### config.mk
export PLATFORM = sky130hd
export DESIGN_NAME = datapoint_memory_arbiter_flat
export DESIGN_NICKNAME = d
export VERILOG_FILES = /design/src/rtl/datapoint_memory_arbiter_pkg.sv /design/src/rtl/datapoint_memory_arbiter_if.sv /design/src/rtl/datapoint_memory_arbiter_picker.sv /design/src/rtl/datapoint_memory_arbiter.sv /design/src/flat_wrapper.sv
export SDC_FILE = /design/constraint.sdc
export NUM_CORES = 1
export LEC_CHECK = 0
export CORE_ASPECT_RATIO = 1.25
export CORE_MARGIN = 2
export CORE_UTILIZATION = 46
export DETAILED_ROUTE_END_ITERATION = 12
export GPL_ROUTABILITY_DRIVEN = 0
export GPL_TIMING_DRIVEN = 0
export PLACE_DENSITY_LB_ADDON = 0.2
export SKIP_LAST_GASP = 1
export SLEW_MARGIN = 0
export SYNTH_ARGS = -nofsm -noshare
export SYNTH_HDL_FRONTEND = slang
export SYNTH_HIERARCHICAL = 1
export SYNTH_SLANG_ARGS = --single-unit
### constraint.sdc
create_clock -name clock -period 10.4 [get_ports clock]
set_clock_uncertainty 0.2 [all_clocks]
set_input_delay 1.56 -clock clock [delete_from_list [all_inputs] [get_ports clock]]
set_output_delay 1.56 -clock clock [all_outputs]
set_load 0.03 [all_outputs]
### src/rtl/datapoint_memory_arbiter_pkg.sv
// Shared constants and request bundle for the datapoint memory arbiter.
// No logic, so no latency or backpressure of its own.
package datapoint_memory_arbiter_pkg;

  localparam int DPM_ADDR_W  = 10;
  localparam int DPM_DATA_W  = 18;
  localparam int DPM_DEPTH   = 1024;
  localparam int DPM_NUM_REQ = 4;

  typedef struct packed {
    logic                  valid;
    logic                  wr;
    logic                  lock;
    logic [DPM_ADDR_W-1:0] addr;
    logic [DPM_DATA_W-1:0] data;
  } req_t;

endpackage

### src/rtl/datapoint_memory_arbiter_if.sv
// Request fabric plus memory pins. The arbiter side is the slave modport.
// Ready is a one-cycle grant; responses have no backpressure.
interface datapoint_memory_arbiter_if #(
  parameter int NUM_REQ = 4,
  parameter int ADDR_W  = 10,
  parameter int DATA_W  = 18
);
  logic [NUM_REQ-1:0]        io_req_valid;
  logic [NUM_REQ-1:0]        io_req_ready;
  logic [NUM_REQ-1:0]        io_req_wr;
  logic [NUM_REQ-1:0]        io_req_lock;
  logic [NUM_REQ*ADDR_W-1:0] io_req_addr;
  logic [NUM_REQ*DATA_W-1:0] io_req_data;
  logic [NUM_REQ-1:0]        io_resp_valid;
  logic [DATA_W-1:0]         io_resp_data;
  logic                      io_mem_wrEna;
  logic [ADDR_W-1:0]         io_mem_Addr;
  logic [DATA_W-1:0]         io_mem_dataIn;
  logic [DATA_W-1:0]         io_mem_rdData;
  logic                      io_owner_locked;

  modport slave (
    input  io_req_valid, io_req_wr, io_req_lock, io_req_addr, io_req_data, io_mem_rdData,
    output io_req_ready, io_resp_valid, io_resp_data, io_mem_wrEna, io_mem_Addr,
           io_mem_dataIn, io_owner_locked
  );

  modport master (
    output io_req_valid, io_req_wr, io_req_lock, io_req_addr, io_req_data, io_mem_rdData,
    input  io_req_ready, io_resp_valid, io_resp_data, io_mem_wrEna, io_mem_Addr,
           io_mem_dataIn, io_owner_locked
  );
endinterface

### src/rtl/datapoint_memory_arbiter_picker.sv
// Round-robin picker: first valid bit after ptr, wrapping. Purely combinational.
// No backpressure; the caller decides whether the grant is used.
module rr_priority_picker #(
  parameter int N  = 4,
  parameter int IW = (N > 1) ? $clog2(N) : 1
) (
  input  logic [N-1:0]  valid,
  input  logic [IW-1:0] ptr,
  output logic [N-1:0]  grant,
  output logic [IW-1:0] grantIdx
);

  always_comb begin
    grant    = '0;
    grantIdx = '0;
    for (int k = 1; k <= N; k++) begin
      if (grant == '0 && valid[(int'(ptr) + k) % N]) begin
        grant[(int'(ptr) + k) % N] = 1'b1;
        grantIdx                   = IW'((int'(ptr) + k) % N);
      end
    end
  end

endmodule

### src/rtl/datapoint_memory_arbiter.sv
// Round-robin arbiter with locked bursts for the single-port datapoint memory.
// Grant is same-cycle, read data returns one cycle later; responses cannot be stalled.
module datapoint_memory_arbiter
  import datapoint_memory_arbiter_pkg::*;
#(
  parameter int NUM_REQ = DPM_NUM_REQ,
  parameter int ADDR_W  = DPM_ADDR_W,
  parameter int DATA_W  = DPM_DATA_W
) (
  input logic                       clock,
  input logic                       reset,
  datapoint_memory_arbiter_if.slave bus
);

  localparam int IW = $clog2(NUM_REQ);

  logic [IW-1:0]      rrPtr;
  logic [IW-1:0]      lockOwner;
  logic [IW-1:0]      respId;
  logic [IW-1:0]      rrIdx;
  logic [IW-1:0]      gntIdx;
  logic [IW-1:0]      selIdx;
  logic               lockActive;
  logic               respPending;
  logic [NUM_REQ-1:0] rrGrant;
  logic [NUM_REQ-1:0] grant;
  req_t               sel;

  rr_priority_picker #(.N(NUM_REQ), .IW(IW)) picker (
    .valid    (bus.io_req_valid),
    .ptr      (rrPtr),
    .grant    (rrGrant),
    .grantIdx (rrIdx)
  );

  // A held lock overrides round-robin even when the owner is idle.
  always_comb begin
    grant  = '0;
    gntIdx = rrIdx;
    if (reset) begin
      if (lockActive) begin
        grant  = (NUM_REQ'(1) << lockOwner) & bus.io_req_valid;
        gntIdx = lockOwner;
      end else begin
        grant  = rrGrant;
      end
    end
    // With no grant the mux parks on the last winner so the memory pins stay stable.
    selIdx    = (|grant) ? gntIdx : rrPtr;
    sel.valid = |grant;
    sel.wr    = bus.io_req_wr[selIdx];
    sel.lock  = bus.io_req_lock[selIdx];
    sel.addr  = bus.io_req_addr[int'(selIdx)*ADDR_W +: ADDR_W];
    sel.data  = bus.io_req_data[int'(selIdx)*DATA_W +: DATA_W];
  end

  assign bus.io_req_ready    = grant;
  assign bus.io_mem_wrEna    = sel.valid & sel.wr;
  assign bus.io_mem_Addr     = sel.addr;
  assign bus.io_mem_dataIn   = sel.data;
  assign bus.io_resp_valid   = respPending ? (NUM_REQ'(1) << respId) : '0;
  assign bus.io_resp_data    = bus.io_mem_rdData;
  assign bus.io_owner_locked = lockActive;

  always_ff @(posedge clock) begin
    if (!reset) begin
      rrPtr       <= IW'(NUM_REQ - 1);
      lockActive  <= 1'b0;
      lockOwner   <= '0;
      respPending <= 1'b0;
      respId      <= '0;
    end else begin
      respPending <= sel.valid & ~sel.wr;
      if (sel.valid) begin
        rrPtr      <= selIdx;
        lockActive <= sel.lock;
        respId     <= selIdx;
        if (sel.lock) lockOwner <= selIdx;
      end
    end
  end

endmodule

### src/flat_wrapper.sv
// flat-port wrapper written by rule: the top's interface ports become plain ports
module datapoint_memory_arbiter_flat import datapoint_memory_arbiter_pkg::*;
#(
  parameter int NUM_REQ = DPM_NUM_REQ,
  parameter int ADDR_W  = DPM_ADDR_W,
  parameter int DATA_W  = DPM_DATA_W
)
  (clock, reset, bus_io_req_valid, bus_io_req_wr, bus_io_req_lock, bus_io_req_addr, bus_io_req_data, bus_io_mem_rdData, bus_io_req_ready, bus_io_resp_valid, bus_io_resp_data, bus_io_mem_wrEna, bus_io_mem_Addr, bus_io_mem_dataIn, bus_io_owner_locked);
  datapoint_memory_arbiter_if #(.NUM_REQ(NUM_REQ), .ADDR_W(ADDR_W), .DATA_W(DATA_W)) bus_i ();
  input logic clock;
  input logic reset;
  input wire logic [$bits(bus_i.io_req_valid)-1:0] bus_io_req_valid;
  input wire logic [$bits(bus_i.io_req_wr)-1:0] bus_io_req_wr;
  input wire logic [$bits(bus_i.io_req_lock)-1:0] bus_io_req_lock;
  input wire logic [$bits(bus_i.io_req_addr)-1:0] bus_io_req_addr;
  input wire logic [$bits(bus_i.io_req_data)-1:0] bus_io_req_data;
  input wire logic [$bits(bus_i.io_mem_rdData)-1:0] bus_io_mem_rdData;
  output wire logic [$bits(bus_i.io_req_ready)-1:0] bus_io_req_ready;
  output wire logic [$bits(bus_i.io_resp_valid)-1:0] bus_io_resp_valid;
  output wire logic [$bits(bus_i.io_resp_data)-1:0] bus_io_resp_data;
  output wire logic [$bits(bus_i.io_mem_wrEna)-1:0] bus_io_mem_wrEna;
  output wire logic [$bits(bus_i.io_mem_Addr)-1:0] bus_io_mem_Addr;
  output wire logic [$bits(bus_i.io_mem_dataIn)-1:0] bus_io_mem_dataIn;
  output wire logic [$bits(bus_i.io_owner_locked)-1:0] bus_io_owner_locked;
  assign bus_i.io_req_valid = bus_io_req_valid;
  assign bus_i.io_req_wr = bus_io_req_wr;
  assign bus_i.io_req_lock = bus_io_req_lock;
  assign bus_i.io_req_addr = bus_io_req_addr;
  assign bus_i.io_req_data = bus_io_req_data;
  assign bus_i.io_mem_rdData = bus_io_mem_rdData;
  assign bus_io_req_ready = bus_i.io_req_ready;
  assign bus_io_resp_valid = bus_i.io_resp_valid;
  assign bus_io_resp_data = bus_i.io_resp_data;
  assign bus_io_mem_wrEna = bus_i.io_mem_wrEna;
  assign bus_io_mem_Addr = bus_i.io_mem_Addr;
  assign bus_io_mem_dataIn = bus_i.io_mem_dataIn;
  assign bus_io_owner_locked = bus_i.io_owner_locked;
  datapoint_memory_arbiter #(.NUM_REQ(NUM_REQ), .ADDR_W(ADDR_W), .DATA_W(DATA_W)) u_core (.clock(clock), .reset(reset), .bus(bus_i));
endmodule
==> results.json, run 1 <==
{
  "fmax_mhz": 122,
  "hp-class": "reg2reg",
  "cp-start-kind": "input pin",
  "grt_pass1_wl_um": 26400,
  "cp_slowest_cell": "clkdlybuf4s50_1",
  "hpwl_um": 13000,
  "dieArea_mm2": 0.00977,
  "ant_nets": 0,
  "crit_type": "in2out",
  "syn_area_mm2": 0.00414,
  "firstDrtPassIters": 11,
  "place_area_mm2": 0.00610,
  "ctsHoldBuffers": 0,
  "slew_violations": 0,
  "syn_to_final_growth_pct": 48.4,
  "crit_fanout": 10,
  "ir_drop_uv": 410,
  "grt_usage_pct": 32.9,
  "fp.dieW_um": 88.8,
  "h-tree-depth": 1,
  "power_density_mw_per_mm2": 463,
  "clk_latency_ns": 0.22,
  "cts_tree": "yes",
  "fillers": 746,
  "nets": 946,
  "cts.sinks": 8,
  "seq_area_um2": 160,
  "cts-root-buf": "clkbuf_8",
  "clkSlewWorstSetupHoldPaths_ns": 0.04,
  "wl_um": 16900,
  "drcViolationCount": 0,
  "period_share_pct": 78.5,
  "clock_path_buffers": 2,
  "cpPeakStageDelay_ns": 0.66,
  "vias": 6006,
  "syn_inst": 608,
  "antenna_found_initial": 0,
  "grt_max_degree": 11,
  "cellLeakagePower_uw": 0.00251,
  "synth_seq_area_share_pct": 3.87,
  "hold_viol_final": 0,
  "fin_cells": 912,
  "cts_resized": 0,
  "rsz0062_at_grt": "false",
  "placed_cells": 909,
  "wl_per_cell_um": 18.6,
  "ys.flop_type": "dfxtp_1",
  "cp_num_buf_inv": 6,
  "worst_slack_ns": 2.23,
  "path_cells": "clkdlybuf4s50_1, mux4_2, a21boi_4, buf_6, a222oi_1, a32oi_1, mux2i_1, a21boi_0, clkbuf_1, clkbuf_1, o21ai_0, a22oi_1, a311oi_1, mux2i_1, buf_4, clkdlybuf4s50_1",
  "fin_crit_ns": 8.17,
  "dp_slack_ns": 2.39,
  "multi_input_area_mm2": 0.00324,
  "required_ns": 8.64,
  "syn_avg_cell_area_um2": 6.80,
  "stdcell_area_mm2": 0.00614,
  "yosysWarnings": 6,
  "maxCapViolCount": 0,
  "slew_headroom_pct": 65.3,
  "layout-drive-gt1-share_pct": 13.6,
  "synth-async-reset-ratio_pct": 0,
  "setup_viol": 0,
  "status": "finished, final reports clean",
  "ioPinCount": 200,
  "core_area_mm2": 0.00870,
  "ys_seq_elements": 8,
  "io_buffer_count": 181,
  "cp-end-kind": "output port",
  "grt_pass1_vias": 5804,
  "initial_core_util_pct": 47.5,
  "synth_fp_nets": 760,
  "tns_ns": 0,
  "dieHeight_um": 110,
  "cts_setup_buffers": 0,
  "yosysUniqueCellTypes": 57,
  "detail_route.iter0.violations": 769,
  "worstPathArrival_ns": 6.41,
  "fp-row-count": 38,
  "gr-total-overflow": 0,
  "antenna_cells": 0,
  "cp_top_family": "buffers and inverters",
  "viasPerCell": 6.59,
  "tightest_slew_ns": 0.521,
  "synth-edff-count": 0,
  "cts_buffers": 3
}
[state kept, by name, indices dropped and copies added, names as in the netlist]
signal                      count
u_core/lockOwner                2
u_core/respId                   2
u_core/rrPtr                    2
u_core/bus.io_owner_locked      1
u_core/respPending              1
[worst min-delay path, cell delays in order, from the launching register on]
cell and delay (ns):
dfxtp_1 0.33, o21ai_0 0.17, a21oi_1 0.04
[cell usage after synthesis (all sizes together) (2+ instances only)]
master	instances	area, um^2
a21boi	2	26.3
ha	8	100
a31oi	3	18.8
mux2	5	60.1
nand2b	2	12.5
a22oi	56	420
nor2	14	73.8
mux2i	31	310
clkbuf	41	154
mux4	5	113
a221o	4	41.3
and2	2	12.5
inv	5	18.8
and3	3	23.8
dfxtp	8	160
buf	77	561
nand3	58	290
nor3	58	302
or3	2	12.5
o21ai	65	325
a311oi	58	508
nor2b	2	12.5
a211oi	3	27.5
nand2	68	258
a21oi	9	48.8
[through the flow]
stage | util, % | hold WS (ns) | power, uW
6_report | 70.6 | 0.395 | 2840
5_1_grt | 70.6 | 0.443 | 2990
4_1_cts | 70.6 | 0.396 | 2780
3_5_place_dp | 70.1 | 0.389 | 2730
3_3_place_gp | 70.1 | 0.367 | 2680
2_1_floorplan | - | 0.328 | 1970
[power by group]
group          internal (uW)  switching [uW]
registers               42.1            18.0
clock network           24.9            10.8
logic                   1200            1550
total                   1260            1580
[logic make-up after synthesis]
| group | share of synthesized area [%] |
|---|---|
| fa+ha+maj | 2.42 |
| simple gates | 26.1 |
| compound gates | 38.2 |
| buf+inv | 17.7 |
| mux | 11.7 |
| flops | 3.87 |
[layout make-up]
type,instances,share of cell area [%]
Timing Repair Buffer,181,29.5
Buffer,118,11.6
Multi-Input combinational cell,477,52.8
Sequential cell,8,2.61
Tap cell,120,2.45
Clock buffer,3,0.673
Inverter,5,0.306
[worst paths after layout]
check | start | end | slack, ns | depth (start not counted)
setup reg to reg | u_core/rrPtr[0] | u_core/rrPtr[0] | 5.69 | 16
hold reg to reg | u_core/respId[0] | u_core/respId[0] | 0.40 | 2
hold / removal | u_core/respId[0] | u_core/respId[0] | 0.40 | 2
setup / recovery | bus_io_req_valid[2] | bus_io_mem_Addr[0] | 2.23 | 16
[metal layers]
metal	routed length [um]	up-vias	track usage [%]
met2	8470	508	57.6
met1	5870	2700	38.0
met5	0	-	0
met4	798	0	18.0
li1	-	2687	-
met3	1790	111	4.54
[cell usage in the layout, fill, tap and decap left out, types with 2 or more instances in the layout]
cell and n:
clkbuf_8 3, buf_2 16, or3_1 2, a22oi_1 56, a311oi_1 58, and3_1 2
clkdlybuf4s50_1 181, nor2_1 11, nand3_1 58, a211oi_1 2, a221o_1 3, buf_4 55
a31oi_1 3, inv_1 5, nand2_1 67, mux4_2 5, nor3_1 57, nand2b_1 2
mux2i_1 31, and2_1 2, nor2_2 2, clkbuf_1 41, o21ai_0 65, mux2_2 3
nor2b_1 2, a21oi_1 8, ha_1 8, dfxtp_1 8, buf_6 6
Note: power is estimated with default switching activity, not from simulation.
==> run 2: changes to the inputs <==
- CORE_UTILIZATION: 46 -> 43
- clock period: 10.4 -> 7.85 ns (I/O delays scaled with it)
==> results.json, run 2 (same netlist as run 1, synthesis figures left out) <==
{
  "status": "finished, final reports clean",
  "cts_buffers": 3,
  "maxCapViolCount": 0,
  "multi_input_area_mm2": 0.00324,
  "cts-root-buf": "clkbuf_16",
  "final_cell_mix": "181 x clkdlybuf4s50_1, 67 x nand2_1, 65 x o21ai_0, 58 x nand3_1, 58 x a311oi_1",
  "core_area_mm2": 0.00951,
  "initial_core_util_pct": 43.5,
  "gr-total-overflow": 0,
  "crit_fanout": 10,
  "hold_viol_final": 0,
  "grt_pass1_wl_um": 26800,
  "setup_viol": 0,
  "antenna_found_initial": 0,
  "cts_resized": 0,
  "cts_tree": "yes",
  "vias": 5904,
  "cts.sinks": 8,
  "viasPerCell": 6.43,
  "hp-class": "reg2reg",
  "grt_usage_pct": 30.3,
  "period_share_pct": 95.0,
  "h-tree-depth": 1,
  "cts_setup_buffers": 0,
  "wl_um": 16800,
  "required_ns": 6.47,
  "clk_latency_ns": 0.23,
  "seq_area_um2": 160,
  "nets": 946,
  "fp.dieW_um": 91.7,
  "fmax_mhz": 134,
  "slew_violations": 0,
  "slew_headroom_pct": 65.4,
  "cpPeakStageDelay_ns": 0.66,
  "ctsHoldBuffers": 0,
  "fin_crit_ns": 7.46,
  "ant_nets": 0,
  "tightest_slew_ns": 0.519,
  "reg2reg_slack_ns": 3.16,
  "rsz0062_at_grt": "false",
  "firstDrtPassIters": 8,
  "drcViolationCount": 0,
  "ir_drop_uv": 445,
  "wl_per_cell_um": 18.3,
  "hpwl_um": 13100,
  "dieHeight_um": 114,
  "detail_route.iter0.violations": 635,
  "layout-drive-gt1-share_pct": 13.6,
  "fillers": 832,
  "cellLeakagePower_uw": 0.00253,
  "tns_ns": 0,
  "ioPinCount": 200,
  "worstPathArrival_ns": 6.08,
  "fin_cells": 918,
  "final_util_pct": 65.0,
  "clkSlewWorstSetupHoldPaths_ns": 0.04,
  "cp-start-kind": "input pin",
  "clock_path_buffers": 2,
  "path_cells": "clkdlybuf4s50_1, mux4_2, a21boi_4, buf_6, a222oi_1, a32oi_1, mux2i_1, a21boi_0, clkbuf_1, clkbuf_1, o21ai_0, a22oi_1, a311oi_1, mux2i_1, buf_4, clkdlybuf4s50_1",
  "io_buffer_count": 181,
  "cp_slowest_cell": "clkdlybuf4s50_1",
  "crit_type": "in2out",
  "power_density_mw_per_mm2": 614,
  "layout_commonest_cell": "clkdlybuf4s50_1",
  "syn_to_final_growth_pct": 49.4,
  "antenna_cells": 0,
  "cp-end-kind": "output port",
  "dieArea_mm2": 0.0104,
  "fp-row-count": 40,
  "placed_cells": 915,
  "grt_max_degree": 11,
  "grt_pass1_vias": 5576,
  "reg_top3": "u_core/lockOwner: 2 flops, u_core/respId: 2 flops, u_core/rrPtr: 2 flops"
}
run 2: path summary, 6_finish.rpt:
kind / depth (start not counted) / startpoint / to
setup / recovery: 16 / bus_io_req_valid[2] / bus_io_mem_dataIn[12]
hold / removal: 2 / u_core/respId[1] / u_core/respId[1]
setup reg to reg: 16 / u_core/rrPtr[0] / u_core/rrPtr[0]
hold reg to reg: 2 / u_core/respId[1] / u_core/respId[1]
run 2: layout make-up:
| cell class | count | share of cell area [%] |
|---|---|---|
| Clock buffer | 3 | 1.21 |
| Inverter | 5 | 0.304 |
| Timing Repair Buffer | 181 | 29.3 |
| Multi-Input combinational cell | 477 | 52.5 |
| Sequential cell | 8 | 2.59 |
| Buffer | 118 | 11.6 |
| Tap cell | 126 | 2.55 |
run 2: power breakdown:
group | switching (uW) | internal (uW) | total (uW) | leakage [uW]
clock network | 19.4 | 65.6 | 85.0 | 0.0000370
logic | 2050 | 1590 | 3630 | 0.00242
registers | 23.6 | 55.8 | 79.5 | 0.0000662
total | 2090 | 1710 | 3800 | 0.00253
run 2: worst max-delay path, delay by kind of cell:
| family | cells | cell delay (ns) |
|---|---|---|
| buf+inv | 6 | 2.28 |
| compound gates | 7 | 1.47 |
| mux | 3 | 1.15 |
run 2: stage by stage:
stage / total power [uW] / hold WS [ns] / setup WS [ns] / instance area, um^2
after global placement: 3560 / 0.368 / 0.666 / 6110
after CTS: 3730 / 0.376 / 0.542 / 6180
after floorplan: 2610 / 0.328 / 2.44 / 4140
after detailed placement: 3630 / 0.373 / 0.552 / 6110
after global routing: 4020 / 0.433 / 0.113 / 6180
final: 3800 / 0.381 / 0.393 / 6180
run 2: routing by layer:
layer  track usage (%)  vias up  wire [um]
met2              55.2      449       8560
met1              37.3     2700       6160
met3              2.25       69       1530
met4              10.9        0        546
met5                 0        -          0
li1                  -     2686          -
==> run 3: changes to the inputs <==
- CTS_BUF_LIST: unset -> sky130_fd_sc_hd__clkbuf_8
- MAX_ROUTING_LAYER: unset -> met4
==> results.json, run 3 (same netlist as run 1, synthesis figures left out) <==
{
  "io_buffer_count": 181,
  "hpwl_um": 13100,
  "cts-root-buf": "clkbuf_8",
  "grt_max_degree": 11,
  "cp_num_buf_inv": 6,
  "cellLeakagePower_uw": 0.00251,
  "cp-start-kind": "input pin",
  "antenna_cells": 0,
  "multi_input_area_mm2": 0.00324,
  "fillers": 832,
  "seq_area_um2": 160,
  "ctsHoldBuffers": 0,
  "dp_slack_ns": 0.552,
  "clkSlewWorstSetupHoldPaths_ns": 0.04,
  "holdPathStages": 2,
  "maxCapViolCount": 0,
  "fin_crit_ns": 7.47,
  "tightest_slew_ns": 0.515,
  "worst_slack_ns": 0.377,
  "cp_top_family": "buffers and inverters",
  "final_util_pct": 64.6,
  "initial_core_util_pct": 43.5,
  "nets": 946,
  "cts.sinks": 8,
  "failed_checks": "design-rule violations",
  "dieHeight_um": 114,
  "period_share_pct": 95.2,
  "power_density_mw_per_mm2": 612,
  "crit_fanout": 10,
  "cts_setup_buffers": 0,
  "clock_path_buffers": 2,
  "hp-class": "reg2reg",
  "cp-end-kind": "output port",
  "path_cells": "clkdlybuf4s50_1, mux4_2, a21boi_4, buf_6, a222oi_1, a32oi_1, mux2i_1, a21boi_0, clkbuf_1, clkbuf_1, o21ai_0, a22oi_1, a311oi_1, mux2i_1, buf_4, clkdlybuf4s50_1",
  "cpPeakStageDelay_ns": 0.66,
  "status": "complete, but fails checks",
  "rsz0062_at_grt": "false",
  "final_cell_mix": "181 x clkdlybuf4s50_1, 67 x nand2_1, 65 x o21ai_0, 58 x nand3_1, 58 x a311oi_1",
  "viasPerCell": 6.39,
  "slew_violations": 0,
  "ioPinCount": 200,
  "cp_slowest_cell": "clkdlybuf4s50_1",
  "grt_pass1_vias": 5545,
  "ant_nets": 0,
  "syn_to_final_growth_pct": 48.6,
  "tns_ns": 0,
  "hold_viol_final": 0,
  "ir_drop_uv": 446,
  "antenna_found_initial": 0,
  "grt_pass1_wl_um": 26700,
  "finalHoldWorstSlack_ns": 0.375,
  "layout-drive-gt1-share_pct": 13.6,
  "cp.depth": 16,
  "crit_type": "in2out",
  "detail_route.iter0.violations": 639,
  "firstDrtPassIters": 10,
  "wl_per_cell_um": 18.3,
  "required_ns": 6.47,
  "wl_um": 16800,
  "cts_buffers": 3,
  "reg2reg_depth": 16,
  "fp-row-count": 40,
  "cts_tree": "yes",
  "clk_latency_ns": 0.23,
  "cts_resized": 0,
  "core_area_mm2": 0.00951,
  "h-tree-depth": 1,
  "gr-total-overflow": 0,
  "dieArea_mm2": 0.0104,
  "vias": 5864,
  "grt_usage_pct": 31.1,
  "slew_headroom_pct": 65.7,
  "worstPathArrival_ns": 6.10,
  "drcViolationCount": 1,
  "fmax_mhz": 134,
  "setup_viol": 0,
  "layout_commonest_cell": "clkdlybuf4s50_1",
  "reg_top3": "u_core/lockOwner: 2 flops, u_core/respId: 2 flops, u_core/rrPtr: 2 flops",
  "fp.dieW_um": 91.7
}
## run 3: cell counts in the layout (fill, tap and decap cells not counted)
Identical to the previous run, type by type.
## run 3: worst paths after layout
check | end | slack [ns] | from
worst min-delay path | u_core/respId[0] | 0.37 | u_core/respId[0]
worst max-delay path | bus_io_mem_dataIn[12] | 0.38 | bus_io_req_valid[3]
worst min register to register | u_core/respId[0] | 0.37 | u_core/respId[0]
worst max register to register | u_core/rrPtr[0] | 3.14 | u_core/rrPtr[0]
## run 3: area by class of cell
class,count,area share [%]
multi-input combinational,477,52.8
timing repair buffer,181,29.5
buffer,118,11.6
sequential,8,2.61
tap,126,2.56
clock buffer,3,0.672
inverter,5,0.305
## run 3: worst register-to-register path, cell delays in order, from the launching register on
cell and delay, ns:
dfxtp_1 0.55, buf_6 0.20, inv_1 0.12, ha_1 0.28, or4_4 0.60, a211oi_2 0.30, a31o_4 0.19, a222oi_1 0.10
and3_4 0.22, a221o_1 0.31, nand2b_1 0.15, a41o_1 0.28, buf_2 0.25, buf_2 0.27, nand2_2 0.18, o21ai_0 0.31
nand2_1 0.08
## run 3: stage by stage
stage	instance area [um^2]	instances	total power [uW]
2_1_floorplan	4140	608	2610
3_3_place_gp	6110	915	3560
3_5_place_dp	6110	915	3630
4_1_cts	6150	918	3690
5_1_grt	6150	918	3980
6_report	6150	918	3760
## run 3: power by group
group,switching (uW),leakage (uW),internal (uW),total [uW]
clock network,15.8,0.0000216,33.2,49.0
logic,2050,0.00242,1590,3640
registers,23.4,0.0000662,55.8,79.2
## run 3: layer usage
layer / up-vias / routed length (um) / track usage (%)
li1: 2687 / - / -
met1: 2679 / 6190 / 37.0
met2: 441 / 8610 / 55.3
met3: 57 / 1500 / 2.31
met4: 0 / 478 / 10.6
met5: - / 0 / -
